<file path="config.mk">
export PLATFORM = sky130hd
export DESIGN_NAME = fetch_queue
export DESIGN_NICKNAME = d
export VERILOG_FILES = /design/src/rtl/fetch_queue_pkg.sv /design/src/rtl/fetch_queue_instr_fifo.sv /design/src/rtl/fetch_queue.sv
export SDC_FILE = /design/constraint.sdc
export NUM_CORES = 1
export LEC_CHECK = 0
export CAP_MARGIN = 40
export CORE_ASPECT_RATIO = 2
export CORE_MARGIN = 2
export CORE_UTILIZATION = 56
export CTS_BUF_LIST = sky130_fd_sc_hd__clkbuf_8
export CTS_CLUSTER_SIZE = 25
export DETAILED_ROUTE_END_ITERATION = 8
export GPL_TIMING_DRIVEN = 0
export PLACE_DENSITY = 0.86
export RECOVER_POWER = 100
export SLEW_MARGIN = 20
export SYNTH_ARGS = -nofsm -noshare
export SYNTH_HDL_FRONTEND = slang
export SYNTH_SLANG_ARGS = --single-unit
</file>
<file path="constraint.sdc">
create_clock -name clk -period 4.32 [get_ports clk]
set_input_delay 0.864 -clock clk [delete_from_list [all_inputs] [get_ports clk]]
set_output_delay 0.864 -clock clk [all_outputs]
set_load 0.005 [all_outputs]
</file>
<file path="src/rtl/fetch_queue_pkg.sv">
// Shared definitions for the fetch queue: FSM state encoding and PC increment.
package fetch_queue_pkg;

  typedef enum logic [1:0] {
    ST_READY = 2'd0,
    ST_WAIT  = 2'd1,
    ST_DROP  = 2'd2
  } fetch_state_t;

  localparam int PC_STEP = 4;

endpackage

</file>
<file path="src/rtl/fetch_queue_instr_fifo.sv">
// Circular instruction buffer with synchronous clear and combinational head read.
module instr_fifo #(
  parameter int WIDTH = 64,
  parameter int DEPTH = 4
) (
  input  logic                       clk,
  input  logic                       reset,
  input  logic                       clear,
  input  logic                       push,
  input  logic [WIDTH-1:0]           push_data,
  input  logic                       pop,
  output logic [WIDTH-1:0]           head,
  output logic [$clog2(DEPTH+1)-1:0] count
);

  localparam int PTR_W = $clog2(DEPTH);
  localparam int CNT_W = $clog2(DEPTH + 1);

  logic [WIDTH-1:0] mem [DEPTH];
  logic [PTR_W-1:0] rd_ptr;
  logic [PTR_W-1:0] wr_ptr;
  logic             do_pop;
  logic             do_push;

  // A push into a full buffer is only legal when the head leaves in the same cycle.
  assign do_pop  = pop && (count != '0);
  assign do_push = push && ((count != CNT_W'(DEPTH)) || do_pop);

  always_ff @(posedge clk) begin
    if (reset || clear) begin
      rd_ptr <= '0;
      wr_ptr <= '0;
      count  <= '0;
    end else begin
      if (do_push) begin
        mem[wr_ptr] <= push_data;
        wr_ptr      <= wr_ptr + 1'b1;
      end
      if (do_pop) begin
        rd_ptr <= rd_ptr + 1'b1;
      end
      count <= count + CNT_W'(do_push) - CNT_W'(do_pop);
    end
  end

  assign head = mem[rd_ptr];

endmodule

</file>
<file path="src/rtl/fetch_queue.sv">
// Instruction fetch front end: issues one memory request at a time and buffers
// returned words with their PC+4 until decode consumes them.
module fetch_queue
  import fetch_queue_pkg::*;
#(
  parameter int                ADDR_W   = 32,
  parameter int                INSTR_W  = 32,
  parameter int                DEPTH    = 4,
  parameter logic [ADDR_W-1:0] RESET_PC = '0
) (
  input  logic               clk,
  input  logic               reset,
  input  logic               branch,
  input  logic               jump_reg,
  input  logic               jump,
  input  logic [ADDR_W-1:0]  branch_addr,
  input  logic [ADDR_W-1:0]  jump_reg_addr,
  input  logic [ADDR_W-1:0]  jump_addr,
  output logic               imem_req,
  output logic [ADDR_W-1:0]  imem_addr,
  input  logic               imem_rvalid,
  input  logic [INSTR_W-1:0] imem_rdata,
  input  logic               enable,
  output logic               instr_valid,
  output logic [INSTR_W-1:0] instr,
  output logic [ADDR_W-1:0]  pc_plus_4
);

  localparam int ENTRY_W = INSTR_W + ADDR_W;
  localparam int CNT_W   = $clog2(DEPTH + 1);

  fetch_state_t        state;
  fetch_state_t        state_next;
  logic [ADDR_W-1:0]   fetch_pc;
  logic [ADDR_W-1:0]   req_pc;
  logic [ADDR_W-1:0]   target;
  logic                redirect;
  logic                issue;
  logic                push;
  logic                pop;
  logic [CNT_W-1:0]    count;
  logic [ENTRY_W-1:0]  head;

  assign redirect = branch | jump_reg | jump;

  always_comb begin
    target = jump_addr;
    if (branch) begin
      target = branch_addr;
    end else if (jump_reg) begin
      target = jump_reg_addr;
    end
  end

  // The free slot is checked at issue time, so the later push always has room.
  assign issue = (state == ST_READY) && (count < CNT_W'(DEPTH)) && !redirect && !reset;
  assign push  = (state == ST_WAIT) && imem_rvalid && !redirect;
  assign pop   = enable && instr_valid;

  assign imem_req  = issue;
  assign imem_addr = fetch_pc;

  instr_fifo #(
    .WIDTH (ENTRY_W),
    .DEPTH (DEPTH)
  ) u_fifo (
    .clk       (clk),
    .reset     (reset),
    .clear     (redirect),
    .push      (push),
    .push_data ({imem_rdata, req_pc + ADDR_W'(PC_STEP)}),
    .pop       (pop),
    .head      (head),
    .count     (count)
  );

  always_comb begin
    state_next = state;
    case (state)
      ST_READY: begin
        if (issue) state_next = ST_WAIT;
      end
      ST_WAIT: begin
        if (redirect) begin
          state_next = imem_rvalid ? ST_READY : ST_DROP;
        end else if (imem_rvalid) begin
          state_next = ST_READY;
        end
      end
      ST_DROP: begin
        if (imem_rvalid) state_next = ST_READY;
      end
      default: state_next = ST_READY;
    endcase
  end

  always_ff @(posedge clk) begin
    if (reset) begin
      state    <= ST_READY;
      fetch_pc <= RESET_PC;
      req_pc   <= RESET_PC;
    end else begin
      state <= state_next;
      if (redirect) begin
        fetch_pc <= target;
      end else if (issue) begin
        fetch_pc <= fetch_pc + ADDR_W'(PC_STEP);
        req_pc   <= fetch_pc;
      end
    end
  end

  assign instr_valid = !reset && (count != '0);
  assign instr       = instr_valid ? head[ENTRY_W-1:ADDR_W] : '0;
  assign pc_plus_4   = instr_valid ? head[ADDR_W-1:0] : '0;

endmodule

</file>
==> flow_metrics.py <==
metrics = {
    "sta": {
        "tightest_slew_ps": 1388,
        "whs_ps": 475.4,
        "finalSetupViolations": 0,
        "post-route-min-period_ps": 4206,
        "max_freq_mhz": 237.8,
        "skew_ps": 25.80,
        "hold_violations": 0,
        "fin_crit_sh_pct": 97.36,
        "rsz0062_at_grt": "false",
        "slew_headroom_pct": 6.603,
        "finalMaxSlewViolations": 0,
    },
    "worst_setup_path": {
        "worstSetupEndpointType": "primary output",
        "reg2reg_depth": 6,
        "rr_endpoint": "u_fifo.mem[1][30]",
        "required_ps": 3460,
        "criticalPathCategory": "input port to primary output",
        "cp_max_fo": 10,
        "r2r_slack_ps": 1390,
        "arrival_ps": 3340,
        "critPathLaunchType": "input port",
        "r2r-start": "req_pc[2]",
    },
    "power": {
        "p_switching_mw": 1.274,
        "clkPwrFrac_pct": 36.8,
        "power_leakage_nw": 6.022,
        "finalPower_mw": 6.041,
        "cellPowerDensity_mw_per_mm2": 337.4,
        "comb_power_share_pct": 5.7,
        "sequentialPowerShare_pct": 57.4,
        "ir_drop_mv": 0.2080,
        "switching_share_pct": 21.10,
        "internal-power_mw": 4.766,
    },
    "die": {
        "fp.coreArea_mm2": 0.02514,
        "ios": 233,
        "die_h_um": 230.3,
        "die_w_um": 117.2,
        "rows": 82,
        "die_area_mm2": 0.02699,
        "initial_core_util_pct": 57.06,
    },
    "detailed_routing": {
        "wl_um": 32820,
        "first_pass_iters": 4,
        "drcViolationCount": 0,
        "drt_iter0_markers": 511,
        "postRouteAntennaNets": 0,
        "vias": 9542,
        "viasPerCell": 5.693,
        "wl_per_cell_um": 19.58,
    },
    "yosys": {
        "synth.area.top_cells": "edfxtp_1, dfxtp_1, mux4_2",
        "yosysWarnings": 0,
        "syn_inst": 1028,
        "syn_nets": 1171,
        "synth_flop_cell": "edfxtp_1",
        "synth-async-reset-ratio_pct": 0,
        "yosysSeqAreaShare_pct": 64.06,
        "yosysTopAreaCell": "edfxtp_1",
        "ys_seq_elements": 331,
        "ys_types": 61,
        "synth_edf_count": 256,
        "syn_area_per_cell_um2": 13.95,
        "synth.top_cell.area_share_pct": 53.59,
        "syn_area_mm2": 0.01434,
    },
    "clock_tree": {
        "ctsResizeCount": 2,
        "cts_setup_buffers": 0,
        "clock-sinks": 331,
        "max-clock-path-buffers": 3,
        "cts_tree": "yes",
        "path_clk_slew_ps": 70,
        "ctsHtreeMaxLevel": 2,
        "ctsHoldBuffers": 0,
        "cts_buffers": 42,
        "clk-insertion-delay-late_ps": 550,
        "root_buffer": "clkbuf_8",
    },
    "job": {
        "drv_cap": 0,
    },
    "place": {
        "dp_hpwl_um": 23630,
        "port_buffers": 231,
        "gp_congestion": 0.9397,
    },
    "final_layout": {
        "drive_gt1_share_pct": 13.29,
        "fin_nets": 1451,
        "layout_commonest_cell": "edfxtp_1",
        "layout_common_cells": "edfxtp_1, clkdlybuf4s50_1, nand2_1",
        "syn2layout_area_growth_pct": 24.83,
    },
    "global_routing": {
        "track_usage_pct": 24.74,
        "grt_antenna_before_repair": 1,
        "grt_max_degree": 40,
        "grt_pass1_vias": 9902,
        "grt_first_pass_wirelength_um": 51020,
        "overflow": 0,
    },
    "worst_hold_path": {
        "min_to": "req_pc[28]",
        "hold_path.startpoint": "req_pc[28]",
        "min_path_cells": 2,
        "hold_class": "flop to flop",
    },
    "run_status": {
        "status": "completed",
    },
}
==> registers in the layout (all words and copies together), names as in the netlist, named ones only <==
signal and flops:
imem_addr 32, req_pc 32, u_fifo.count 3, u_fifo.wr_ptr 2, u_fifo.mem 256, u_fifo.rd_ptr 2, state 2
==> power by group through the flow <==
stage	combinational (mW)	sequential [mW]	clock [mW]
2_1_floorplan	0.137	3.53	0
3_3_place_gp	0.352	3.54	0
3_5_place_dp	0.360	3.54	0
4_1_cts	0.362	3.47	2.25
5_1_grt	0.376	3.47	2.38
6_report	0.347	3.47	2.23
==> critical path, cell delays in order <==
cell	delay, ps
dlygate4sd3_1	600
or3_1	320
buf_4	200
nor2_8	160
nand2_1	270
clkinv_4	190
buf_6	150
dlygate4sd3_1	570
==> Yosys cell counts (5+ instances only) <==
| master | n |
|---|---|
| mux2i_1 | 5 |
| xor2_1 | 16 |
| nor3_2 | 6 |
| a31o_2 | 5 |
| dfxtp_1 | 75 |
| a211oi_1 | 7 |
| and2_1 | 69 |
| a21oi_1 | 61 |
| nor2_1 | 55 |
| inv_1 | 18 |
| mux4_2 | 64 |
| a221oi_1 | 6 |
| a31oi_1 | 6 |
| nor4_1 | 5 |
| clkbuf_1 | 34 |
| nand2_1 | 108 |
| nand4_1 | 19 |
| nor2b_1 | 7 |
| nor3_1 | 17 |
| a22oi_1 | 23 |
| xnor2_1 | 27 |
| buf_2 | 18 |
| and3_1 | 8 |
| edfxtp_1 | 256 |
| ha_1 | 7 |
| o22ai_1 | 8 |
| o21ai_0 | 17 |
| nand3_1 | 26 |
==> worst max path at each step <==
stage              from           endpoint  slack (ps)  depth (start not counted)
4_1_cts           reset          instr[10]          20                          6
3_3_place_gp       jump  u_fifo.mem[0][35]       -1270                          5
5_1_grt           reset           instr[8]          40                          6
6_report           jump           imem_req         110                          8
3_5_place_dp      reset          instr[29]        -270                          6
2_1_floorplan  jump_reg   u_fifo.mem[0][0]         610                          5
==> per-layer routing <==
metal	GRT usage, %	share of wire (%)	routed length (µm)
met1	25.93	34	11070
met2	45.03	54	17850
met3	3.570	5.6	1828
met4	15.11	6.3	2069
met5	0	0	0
==> metrics by stage <==
step	instances	setup TNS, ps	util (%)	instance area, µm²	setup slack [ps]
after floorplan	1028	0	-	14340	606.6
after global placement	1595	-322360	67.93	17080	-1267
after detailed placement	1600	-4716	68.45	17210	-267.1
after CTS	1675	0	71.74	18030	15.79
after global routing	1676	0	71.23	17900	36.10
final	1676	0	71.23	17900	113.9
==> final cells by class <==
class,instances,area (µm²)
Sequential cell,331,9189
Fill cell,1739,7232
Multi-Input combinational cell,617,4755
Timing Repair Buffer,236,2365
Clock buffer,45,619.3
Tap cell,336,420.4
Buffer,61,274.0
Clock inverter,30,203.9
Inverter,19,76.32
Antenna cell,1,2.502
==> cell families (layout without fill, tap and decap cells) <==
| group | Yosys count | after routing | synth area share (%) |
|---|---|---|---|
| adder cells (fa/ha/maj) | 8 | 8 | 0.7502 |
| XOR/XNOR | 43 | 43 | 2.626 |
| buffers and inverters | 80 | 391 | 2.556 |
| AO/OA/AOI/OAI | 150 | 150 | 6.682 |
| AND/OR/NAND/NOR | 347 | 347 | 12.93 |
| flip-flops | 331 | 331 | 64.06 |
| other | 0 | 1 | 0 |
| multiplexers | 69 | 69 | 10.40 |
No activity file was read; power rests on OpenSTA's default activity.
